$ cat config.mk
export PLATFORM = sky130hd
export DESIGN_NAME = fifo_tx_serializer
export DESIGN_NICKNAME = d
export VERILOG_FILES = /design/src/rtl/fifo_pkg.sv /design/src/rtl/fifo_tx_serializer_bit_timer.sv /design/src/rtl/fifo_tx_serializer.sv
export SDC_FILE = /design/constraint.sdc
export NUM_CORES = 1
export LEC_CHECK = 0
export BUFFER_PORTS_ARGS = -buffer_cell sky130_fd_sc_hd__buf_2
export CAP_MARGIN = 20
export CORE_ASPECT_RATIO = 0.9
export CORE_MARGIN = 2
export CORE_UTILIZATION = 62
export DETAILED_ROUTE_END_ITERATION = 6
export HOLD_SLACK_MARGIN = 0.05
export PLACE_DENSITY = 0.92
export SYNTH_ARGS = -nofsm -noshare
export SYNTH_HDL_FRONTEND = slang
export SYNTH_SLANG_ARGS = --single-unit
export TNS_END_PERCENT = 30
$ cat constraint.sdc
create_clock -name clk -period 3.2 [get_ports clk]
set_input_delay 0.64 -clock clk [delete_from_list [all_inputs] [get_ports clk]]
set_output_delay 0.64 -clock clk [all_outputs]
set_load 0.01 [all_outputs]
$ cat src/rtl/fifo_pkg.sv
// Shared FIFO-side definitions: word width, serializer state encoding
// and default serial bit timing (TX_PARITY_EN adds the PARITY state).
package fifo_pkg;

    // Word width shared with the 32x8 FIFO (queue_fsm).
    localparam int WORD_LENGTH  = 8;

    // Default serial bit period in clk cycles and bit-timer width.
    localparam int CLKS_PER_BIT = 4;
    localparam int TIMER_WIDTH  = 16;

    // Serializer states. PARITY exists only when TX_PARITY_EN is defined.
    typedef enum logic [2:0] {
        TX_IDLE   = 3'd0,
        TX_FETCH  = 3'd1,
        TX_WAIT   = 3'd2,
        TX_LOAD   = 3'd3,
        TX_START  = 3'd4,
        TX_DATA   = 3'd5,
`ifdef TX_PARITY_EN
        TX_STOP   = 3'd6,
        TX_PARITY = 3'd7
`else
        TX_STOP   = 3'd6
`endif
    } tx_state_t;

    // Width of an index able to address n items (at least 1 bit).
    function automatic int idx_width(input int n);
        return (n > 1) ? $clog2(n) : 1;
    endfunction

    // States whose duration is measured by the bit timer.
    function automatic logic is_timed(input tx_state_t s);
        logic t;
        t = 1'b0;
        unique case (s)
            TX_START,
            TX_DATA,
`ifdef TX_PARITY_EN
            TX_PARITY,
`endif
            TX_STOP:  t = 1'b1;
            default:  t = 1'b0;
        endcase
        return t;
    endfunction

endpackage

$ cat src/rtl/fifo_tx_serializer_bit_timer.sv
// Bit-period counter: counts 0..clks_per_bit-1, wraps on tick.
// Ports: clk, rst_n (async low), clear_i (sync clear), tick_o (last cycle).
module bit_timer #(
    parameter int timer_width  = 16,
    parameter int clks_per_bit = 4
) (
    input  logic clk,
    input  logic rst_n,
    input  logic clear_i,
    output logic tick_o
);

    localparam logic [timer_width-1:0] LAST = timer_width'(clks_per_bit - 1);

    logic [timer_width-1:0] count_q;
    logic [timer_width-1:0] count_d;

    assign tick_o = (count_q == LAST);

    // Wrapping on tick lets DATA run several bit periods in one state.
    always_comb begin
        count_d = count_q + timer_width'(1);
        if (clear_i || tick_o) begin
            count_d = '0;
        end
    end

    always_ff @(posedge clk or negedge rst_n) begin
        if (!rst_n) begin
            count_q <= '0;
        end else begin
            count_q <= count_d;
        end
    end

endmodule

$ cat src/rtl/fifo_tx_serializer.sv
// Drains words from the FIFO and sends each as a UART-style serial frame
// (start, data LSB first, optional even parity, stop). Optional macro:
// TX_PARITY_EN inserts the parity bit.
// Ports:
//   clk             rising-edge clock shared with the FIFO
//   reset           asynchronous active-low reset
//   enable          permits a new frame to start
//   stack_empty     FIFO empty flag
//   fifo_data       FIFO data_out
//   read_from_stack one-cycle FIFO read strobe
//   tx_serial       serial line, idles high
//   busy            high whenever not idle
//   tx_done         pulse in the last cycle of the stop bit
module fifo_tx_serializer
    import fifo_pkg::*;
#(
    parameter int word_length  = WORD_LENGTH,
    parameter int clks_per_bit = CLKS_PER_BIT,
    parameter int timer_width  = TIMER_WIDTH
) (
    input  logic                   clk,
    input  logic                   reset,
    input  logic                   enable,
    input  logic                   stack_empty,
    input  logic [word_length-1:0] fifo_data,
    output logic                   read_from_stack,
    output logic                   tx_serial,
    output logic                   busy,
    output logic                   tx_done
);

    localparam int IW = idx_width(word_length);
    localparam logic [IW-1:0] LAST_IDX = IW'(word_length - 1);

    tx_state_t              state_q;
    tx_state_t              state_d;
    logic [word_length-1:0] shift_q;
    logic [word_length-1:0] shift_d;
    logic [IW-1:0]          idx_q;
    logic [IW-1:0]          idx_d;
`ifdef TX_PARITY_EN
    logic                   par_q;
    logic                   par_d;
`endif

    logic tick;
    logic tmr_clr;

    // Timer restarts on every state change and is held clear while
    // in the untimed states.
    assign tmr_clr = (state_d != state_q) || !is_timed(state_q);

    bit_timer #(
        .timer_width  (timer_width),
        .clks_per_bit (clks_per_bit)
    ) u_bit_timer (
        .clk     (clk),
        .rst_n   (reset),
        .clear_i (tmr_clr),
        .tick_o  (tick)
    );

    // State and datapath registers.
    always_ff @(posedge clk or negedge reset) begin
        if (!reset) begin
            state_q <= TX_IDLE;
            shift_q <= '0;
            idx_q   <= '0;
`ifdef TX_PARITY_EN
            par_q   <= 1'b0;
`endif
        end else begin
            state_q <= state_d;
            shift_q <= shift_d;
            idx_q   <= idx_d;
`ifdef TX_PARITY_EN
            par_q   <= par_d;
`endif
        end
    end

    // Next-state and datapath update.
    always_comb begin
        state_d = state_q;
        shift_d = shift_q;
        idx_d   = idx_q;
`ifdef TX_PARITY_EN
        par_d   = par_q;
`endif
        unique case (state_q)
            TX_IDLE: begin
                if (enable && !stack_empty) begin
                    state_d = TX_FETCH;
                end
            end
            TX_FETCH: state_d = TX_WAIT;
            // FIFO presents the read word one edge after the strobe.
            TX_WAIT:  state_d = TX_LOAD;
            TX_LOAD: begin
                shift_d = fifo_data;
                idx_d   = '0;
`ifdef TX_PARITY_EN
                par_d   = ^fifo_data;
`endif
                state_d = TX_START;
            end
            TX_START: begin
                if (tick) begin
                    state_d = TX_DATA;
                end
            end
            TX_DATA: begin
                if (tick) begin
                    shift_d = shift_q >> 1;
                    if (idx_q == LAST_IDX) begin
                        idx_d = '0;
`ifdef TX_PARITY_EN
                        state_d = TX_PARITY;
`else
                        state_d = TX_STOP;
`endif
                    end else begin
                        idx_d = idx_q + IW'(1);
                    end
                end
            end
`ifdef TX_PARITY_EN
            TX_PARITY: begin
                if (tick) begin
                    state_d = TX_STOP;
                end
            end
`endif
            TX_STOP: begin
                if (tick) begin
                    if (enable && !stack_empty) begin
                        state_d = TX_FETCH;
                    end else begin
                        state_d = TX_IDLE;
                    end
                end
            end
            default: state_d = TX_IDLE;
        endcase
    end

    // Moore outputs decoded from registered state, shift and timer.
    always_comb begin
        tx_serial       = 1'b1;
        read_from_stack = 1'b0;
        tx_done         = 1'b0;
        busy            = (state_q != TX_IDLE);
        unique case (state_q)
            TX_FETCH:  read_from_stack = 1'b1;
            TX_START:  tx_serial = 1'b0;
            TX_DATA:   tx_serial = shift_q[0];
`ifdef TX_PARITY_EN
            TX_PARITY: tx_serial = par_q;
`endif
            TX_STOP:   tx_done = tick;
            default:   tx_serial = 1'b1;
        endcase
    end

endmodule

==> out/results.ini, run 1 <==
[clock_network]
clk_pin_slew_ps = 90
tritoncts = built
clk_latency_ps = 340
cts_resized = 0
cts_num_sinks = 30
numCtsBuffers = 5
cts_root_buf = clkbuf_4
cts_max_path_buffers = 2
ctsHoldBuffers = 0
cts_setup_buffers = 0
ctsHtreeMaxLevel = 2

[grt]
grt_antenna_before_repair = 0
grt_pass1_vias = 1219
grt_pass1_wl_mm = 5.35
grt_overflow = 0
grt_start_max_net_pins = 31
groute.usage.overall = 0.242

[power_and_ir_drop]
power_density_nw_per_um2 = 736
total_power_mw = 1.28
netSwitchingFraction = 0.399
p_int_mw = 0.770
power.switching_mw = 0.511
max-vdd-ir-drop_uv = 469
clock_power_share = 0.156
combPwrFrac = 0.355
p_leak_nw = 0.741
pwr-share-seq = 0.489

[finish]
register_area_um2 = 751
nNetsFinal = 196
layout-drive-gt1-share = 0.188
nFillCells = 187
fin_cells = 209
syn_to_final_growth_pct = 7.25
final_cell_mix = dfrtp_1, nor2_1, buf_2, nand2_1
antennaDiodeCount = 0
final_common_cell = dfrtp_1
multi_input_area_um2 = 797

[setup_path]
crit_type = flop to primary output
cp_data_required_time_ps = 2560
crit_start = u_bit_timer.count_q[0]$_DFF_PN0_
startpoint_type = flop
r2r-start = u_bit_timer.count_q[0]$_DFF_PN0_
r2r_slack_ps = 1210
crit_fanout = 6
endpoint = tx_done
end_kind = primary output
rr_endpoint = shift_q[6]$_DFFE_PN0P_
rr_worst_depth = 5
critPathArrivalTime_ps = 1970

[sta]
rsz0062_at_grt = false
final_hold_viol_count = 0
slew-limit-headroom = 0.578
tns_ps = 0
finalMaxSlewViolations = 0
min_period_over_period = 0.817
fmax_mhz = 382
fin_crit_ps = 2610
skew_ps = 12.2
setup_violations = 0
worst_pin_slew_ps = 633

[die]
dieArea_um2 = 3040
io_pins = 16
core_um2 = 2470
placementRows = 17
dieWidth_um = 57.9
die_h_um = 52.5
start_util = 0.658

[placed_design]
io_buffers = 15
placedCellCount = 202
dpl.hpwl_mm = 2.31
place_congestion = 0.947

[routing]
drtIter0Drc = 66
via_count = 1316
via_per_inst = 6.30
drtAntennaViolNets = 0
routedWlPerCell_um = 15.1
firstDrtPassIters = 4
routed_wl_mm = 3.16
drc = 0

[synthesis]
netlist_instances = 167
syn_nets = 182
synth_xor_area_frac = 0.0648
synth_top_cell_by_area = dfrtp_1
synth.area.top_cells = dfrtp_1, o221a_2, xnor2_1
synthDistinctLibCells = 33
yosysWarnings = 0
synth_top_family_by_area = simple AND/OR/NAND/NOR gates
synth-simple-area-share = 0.264
synth_compound_area_frac = 0.140
synth-adder-area-share = 0.0231
ys_ff_latch = 30
synthMuxAreaShare = 0
postSynthAreaPerCell_um2 = 9.72
seq_area_frac_synth = 0.463
syn_area_um2 = 1620
yosysTopAreaCellShare = 0.463

[outcome]
status = complete, no violations

[run]
drv_cap = 0

[worst_hold_path]
hp-class = primary input to asynchronous set/reset pin

==> power by group through the flow <==
stage / clock [mW] / sequential, mW / combinational [mW]
after floorplan: 0 / 0.548 / 0.426
after detailed placement: 0 / 0.631 / 0.455
after global placement: 0 / 0.619 / 0.437
after global routing: 0.222 / 0.644 / 0.513
final: 0.200 / 0.627 / 0.454
after CTS: 0.207 / 0.624 / 0.458
==> synth_stat cells <==
library cell   n
xor2_1         3
o211ai_1       3
nor3_1         5
o221a_2        7
a21oi_1        4
nand4_2        1
buf_2          6
nor4_1         5
and3_1         1
xnor2_1        9
or4_1          1
clkbuf_1       2
and4_1         2
nor2b_1        1
nor4_2         2
nand2_1       11
o22ai_1        1
o41ai_1        1
o211a_1        1
nand3_1        9
inv_1         10
o21ai_0        5
nor4b_2        1
a32o_1         3
or3_1         10
o21ai_4        1
a2bb2oi_1      1
nand2b_1       1
ha_1           3
nor2_1        20
dfrtp_1       30
nand3_2        2
nand4_1        5
==> flip-flops by register name, indices dropped and copies added (netlist names) <==
name,flops
idx_q,3
u_bit_timer.count_q,16
state_q,3
shift_q,8
==> kinds of logic after synthesis <==
family / Yosys count
buf+inv: 18
fa+ha+maj: 3
compound gates: 27
xor+xnor: 12
simple gates: 77
flops: 30
==> worst min path at each step <==
stage | to | slack [ps] | startpoint | cells past startpoint
after floorplan | idx_q[0]$_DFFE_PN0P_ | 340 | reset | 0
after global placement | u_bit_timer.count_q[0]$_DFF_PN0_ | 510 | u_bit_timer.count_q[0]$_DFF_PN0_ | 1
after detailed placement | u_bit_timer.count_q[0]$_DFF_PN0_ | 530 | u_bit_timer.count_q[0]$_DFF_PN0_ | 1
after CTS | shift_q[0]$_DFFE_PN0P_ | 330 | reset | 1
after global routing | idx_q[0]$_DFFE_PN0P_ | 370 | reset | 1
final | idx_q[0]$_DFFE_PN0P_ | 310 | reset | 1
==> worst max-delay path, cell delays in order (launching register included) <==
cell and delay, ps:
dfrtp_1 430, ha_1 290, nor4b_2 290, and4_1 330, and3_1 180, buf_2 120
==> per-stage QoR <==
step / utilization / area (um^2) / setup WS, ps / hold WS [ps]
after global placement: 0.687 / 1700 / 1050 / 506
after global routing: 0.705 / 1740 / 438 / 366
after CTS: 0.705 / 1740 / 565 / 329
final: 0.705 / 1740 / 585 / 314
after detailed placement: 0.687 / 1700 / 929 / 530
after floorplan: - / 1620 / 1190 / 344
==> cell type report <==
class,count,share of cell area
multi-input cells,119,0.458
well taps,28,0.0201
flip-flops and latches,30,0.431
clock buffers,7,0.0259
inverters,10,0.0216
repair buffers,15,0.0431
==> routing by layer <==
metal / wire (um) / GRT usage
met2: 1520 / 0.379
met3: 164 / 0.0593
met4: 63 / 0.159
met5: 0 / 0
met1: 1410 / 0.300
Note: power is estimated with default switching activity, not from simulation.
==> inputs of run 2 (changes only) <==
CORE_UTILIZATION = 58   (was 62)
PLACE_DENSITY = 0.87   (was 0.92)
clock period = 2.68 ns   (was 3.2 ns; I/O delays follow)
==> out/results.ini, run 2 (synthesized netlist as in run 1, its figures left out) <==
[outcome]
status = complete, no violations

[die]
dieWidth_um = 59.8  ; +3.2%
placementRows = 18  ; +1
die_h_um = 54.2  ; +3.1%
core_um2 = 2700  ; +9.5%
io_pins = 16  ; unchanged
start_util = 0.600  ; -0.0572
dieArea_um2 = 3240  ; +6.4%

[finish]
final_common_cell = dfrtp_1
final_area_um2 = 1740  ; +0.14%
nNetsFinal = 196  ; unchanged
fin_cells = 211  ; +0.96%
antennaDiodeCount = 0  ; unchanged
final_cell_mix = dfrtp_1, nor2_1, buf_2, nand2_1
reg_top3 = u_bit_timer.count_q x16, shift_q x8
nFillCells = 213  ; +14%
layout-drive-gt1-share = 0.188  ; unchanged
regMostFlops = u_bit_timer.count_q
largest_register_ffs = 16  ; unchanged
multi_input_area_um2 = 797  ; unchanged
register_area_um2 = 751  ; unchanged
syn_to_final_growth_pct = 7.40

[clock_network]
tritoncts = built
cts_num_sinks = 30  ; unchanged
cts_root_buf = clkbuf_4
ctsHtreeMaxLevel = 2  ; unchanged
numCtsBuffers = 5  ; unchanged
ctsHoldBuffers = 0  ; unchanged
clk_latency_ps = 320  ; -20 ps
cts_max_path_buffers = 2  ; unchanged
cts_setup_buffers = 0  ; unchanged
clk_pin_slew_ps = 80  ; about the same
cts_resized = 0  ; unchanged

[power_and_ir_drop]
netSwitchingFraction = 0.395  ; -0.00400
combPwrFrac = 0.354  ; about the same
power.switching_mw = 0.600  ; +17%
max-vdd-ir-drop_uv = 474  ; +1.0%
pwr-share-seq = 0.491  ; +0.002
p_leak_nw = 0.741  ; unchanged
clock_power_share = 0.155  ; about the same
power_density_nw_per_um2 = 872  ; +18%
p_int_mw = 0.920  ; +19%

[setup_path]
crit_fanout = 6  ; unchanged
crit_path_top_delay_cell = dfrtp_1
critPathArrivalTime_ps = 1930  ; -40 ps
crit_buf_inv = 1  ; unchanged
end_kind = primary output
critPathTopFamily = simple AND/OR/NAND/NOR gates
critPathMaxStageDelay_ps = 440  ; about the same
crit_chain = ha_1, nor4b_2, and4_1, and3_1, buf_2
crit_type = flop to primary output
startpoint_type = flop
cp_data_required_time_ps = 2140  ; -420 ps

[sta]
setup_slack_ps = 210  ; -375 ps
rsz0062_at_grt = false
slew-limit-headroom = 0.559  ; -0.0185
tns_ps = 0  ; unchanged
worst_pin_slew_ps = 661  ; +27.8 ps
fmax_mhz = 405
final_hold_viol_count = 0  ; unchanged
skew_ps = 7.01  ; -5.16 ps
fin_crit_ps = 2470
setup_violations = 0  ; unchanged
finalMaxSlewViolations = 0  ; unchanged
min_period_over_period = 0.922

[routing]
drtIter0Drc = 78  ; +18%
drc = 0  ; unchanged
routed_wl_mm = 3.05  ; -3.4%
routedWlPerCell_um = 14.5  ; -4.3%
via_per_inst = 6.09  ; -3.4%
drtAntennaViolNets = 0  ; unchanged
firstDrtPassIters = 4  ; unchanged
via_count = 1284  ; -2.4%

[placed_design]
dpl.hpwl_mm = 2.15  ; -7.0%
place_congestion = 0.874  ; -7.7%
place_area_um2 = 1700  ; +0.15%
placedCellCount = 204  ; +0.99%
place_ws_ps = 596  ; -333 ps
io_buffers = 15  ; unchanged

[grt]
grt_pass1_wl_mm = 5.08  ; -5.2%
grt_pass1_vias = 1196  ; -1.9%
grt_antenna_before_repair = 0  ; unchanged
groute.usage.overall = 0.220  ; -0.0221
grt_overflow = 0  ; unchanged
grt_start_max_net_pins = 31  ; unchanged

[worst_hold_path]
hp-class = primary input to asynchronous set/reset pin

[run]
drv_cap = 0  ; unchanged

## run 2: cell counts in the layout (fill, tap and decap cells not counted)
Identical to the previous run, type by type.
## run 2: worst paths after layout
kind / start / endpoint / slack (ps) / cells past startpoint
worst min-delay path: reset / shift_q[0]$_DFFE_PN0P_ / 240 / 1
worst max-delay path: u_bit_timer.count_q[0]$_DFF_PN0_ / tx_done / 210 / 5
max in group asynchronous: reset / shift_q[6]$_DFFE_PN0P_ / 2020 / 1
min in group clk: fifo_data[7] / shift_q[7]$_DFFE_PN0P_ / 470 / 3
worst min register to register: shift_q[7]$_DFFE_PN0P_ / shift_q[7]$_DFFE_PN0P_ / 540 / 2
worst max register to register: u_bit_timer.count_q[0]$_DFF_PN0_ / shift_q[6]$_DFFE_PN0P_ / 700 / 5
## run 2: metal layers
metal	wire length, um	GRT usage
met1	1390	0.262
met2	1450	0.348
met3	176	0.0913
met4	38	0.104
met5	0	0
## run 2: power groups by stage
stage / Combinational [mW] / Clock [mW] / Sequential [mW]
3_3_place_gp: 0.522 / 0 / 0.739
3_5_place_dp: 0.539 / 0 / 0.751
2_1_floorplan: 0.509 / 0 / 0.654
6_report: 0.538 / 0.236 / 0.746
5_1_grt: 0.606 / 0.275 / 0.767
4_1_cts: 0.542 / 0.249 / 0.742
## run 2: area by class of cell
class	count	area share
multi-input combinational	119	0.457
inverter	10	0.0215
sequential	30	0.431
clock buffer	7	0.0258
timing repair buffer	15	0.0431
tap	30	0.0215
## run 2: through the flow
stage	power [mW]	hold WS [ps]	util
after detailed placement	1.29	520	0.628
after floorplan	1.16	240	-
after global placement	1.26	507	0.628
final	1.52	236	0.645
after CTS	1.53	240	0.645
after global routing	1.65	261	0.645
==> inputs of run 3 (changes only) <==
clock period = 2.6 ns   (was 2.68 ns; I/O delays follow)
==> out/results.ini, run 3 (synthesized netlist as in run 1, its figures left out) <==
[outcome]
status = complete, no violations

[routing]
routed_wl_mm = 3.10  ; +1.5%
via_per_inst = 6.03  ; -0.86%
drc = 0  ; unchanged
firstDrtPassIters = 4  ; unchanged
drtAntennaViolNets = 0  ; unchanged
via_count = 1273  ; -0.86%
drtIter0Drc = 66  ; -15%
routedWlPerCell_um = 14.7  ; +1.5%

[sta]
rsz0062_at_grt = false
fmax_mhz = 411
setup_violations = 0  ; unchanged
finalMaxSlewViolations = 0  ; unchanged
whs_ps = 208  ; -27.1 ps
tns_ps = 0  ; unchanged
worst_pin_slew_ps = 636  ; -25.2 ps
final_hold_viol_count = 0  ; unchanged
skew_ps = 8.88  ; +1.87 ps
slew-limit-headroom = 0.576  ; +0.0168
min_period_over_period = 0.935
fin_crit_ps = 2430

[finish]
nNetsFinal = 196  ; unchanged
reg_top3 = u_bit_timer.count_q x16, shift_q x8
nFillCells = 216  ; +1.4%
regMostFlops = u_bit_timer.count_q
layout-drive-gt1-share = 0.188  ; unchanged
largest_register_ffs = 16  ; unchanged
final_common_cell = dfrtp_1
multi_input_area_um2 = 806  ; +1.1%
register_area_um2 = 751  ; unchanged
syn_to_final_growth_pct = 7.94
final_area_um2 = 1750  ; +0.50%
final_cell_mix = dfrtp_1, nor2_1, buf_2, nand2_1
antennaDiodeCount = 0  ; unchanged

[setup_path]
rr_worst_depth = 5  ; unchanged
r2r-start = u_bit_timer.count_q[0]$_DFF_PN0_
crit_path_top_delay_cell = dfrtp_1
crit_chain = ha_1, nor4b_4, and4_1, and3_1, buf_2
end_kind = primary output
startpoint_type = flop
cp_data_required_time_ps = 2080  ; -60 ps
critPathTopFamily = simple AND/OR/NAND/NOR gates
crit_buf_inv = 1  ; unchanged
critPathArrivalTime_ps = 1910  ; -20 ps
crit_type = flop to primary output
r2r_slack_ps = 670  ; -30 ps
crit_fanout = 6  ; unchanged
critPathMaxStageDelay_ps = 430  ; about the same
rr_endpoint = shift_q[6]$_DFFE_PN0P_

[placed_design]
place_area_um2 = 1700  ; unchanged
place_congestion = 0.897  ; +2.6%
io_buffers = 15  ; unchanged
dpl.hpwl_mm = 2.25  ; +4.9%

[grt]
grt_pass1_vias = 1125  ; -5.9%
grt_overflow = 0  ; unchanged
grt_start_max_net_pins = 31  ; unchanged
groute.usage.overall = 0.211  ; -0.00912
grt_antenna_before_repair = 0  ; unchanged
grt_pass1_wl_mm = 4.90  ; -3.5%

[power_and_ir_drop]
power_density_nw_per_um2 = 907  ; +4.0%
p_leak_nw = 0.743  ; +0.26%
max-vdd-ir-drop_uv = 602  ; +27%

[clock_network]
clk_latency_ps = 320  ; about the same
tritoncts = built
cts_setup_buffers = 0  ; unchanged
cts_root_buf = clkbuf_4
ctsHoldBuffers = 0  ; unchanged
numCtsBuffers = 5  ; unchanged
cts_max_path_buffers = 2  ; unchanged
clk_pin_slew_ps = 90  ; about the same
cts_num_sinks = 30  ; unchanged
cts_resized = 0  ; unchanged
ctsHtreeMaxLevel = 2  ; unchanged

[die]
die_h_um = 54.2  ; unchanged
placementRows = 18  ; unchanged
core_um2 = 2700  ; unchanged
dieWidth_um = 59.8  ; unchanged
dieArea_um2 = 3240  ; unchanged
start_util = 0.600  ; unchanged
io_pins = 16  ; unchanged

[worst_hold_path]
hp-class = primary input to asynchronous set/reset pin

[run]
drv_cap = 0  ; unchanged

run 3: stage by stage:
| step | power [mW] | setup slack, ps | instances | utilization |
|---|---|---|---|---|
| after CTS | 1.58 | 114 | 211 | 0.645 |
| after global placement | 1.30 | 566 | 204 | 0.628 |
| after detailed placement | 1.34 | 483 | 204 | 0.628 |
| after global routing | 1.71 | 31.6 | 211 | 0.648 |
| final | 1.59 | 168 | 211 | 0.648 |
| after floorplan | 1.20 | 712 | 167 | - |
run 3: how the worst max path moves through the flow:
stage / from / end / slack, ps / cells past startpoint
after CTS: u_bit_timer.count_q[0]$_DFF_PN0_ / tx_done / 110 / 5
final: u_bit_timer.count_q[0]$_DFF_PN0_ / tx_done / 170 / 5
after floorplan: u_bit_timer.count_q[0]$_DFF_PN0_ / tx_done / 710 / 4
after detailed placement: u_bit_timer.count_q[0]$_DFF_PN0_ / tx_done / 480 / 5
after global placement: u_bit_timer.count_q[0]$_DFF_PN0_ / tx_done / 570 / 5
after global routing: u_bit_timer.count_q[0]$_DFF_PN0_ / tx_done / 30 / 5
run 3: final cells by class:
type / count / share of cell area
well taps: 30 / 0.0214
multi-input cells: 119 / 0.460
flip-flops and latches: 30 / 0.429
clock buffers: 7 / 0.0257
repair buffers: 15 / 0.0429
inverters: 10 / 0.0214
run 3: report_power, final:
group          leakage [nW]  total (mW)  internal [mW]  switching, mW
registers             0.383       0.776          0.601          0.175
logic                 0.335       0.572          0.252          0.320
clock network        0.0254       0.241          0.102          0.139
run 3: layer usage:
metal / track usage / up-vias / routed length [um]
li1: - / 632 / -
met1: 0.247 / 609 / 1400
met2: 0.357 / 26 / 1530
met3: 0.0793 / 6 / 123
met4: 0.0741 / 0 / 41
met5: 0 / - / 0
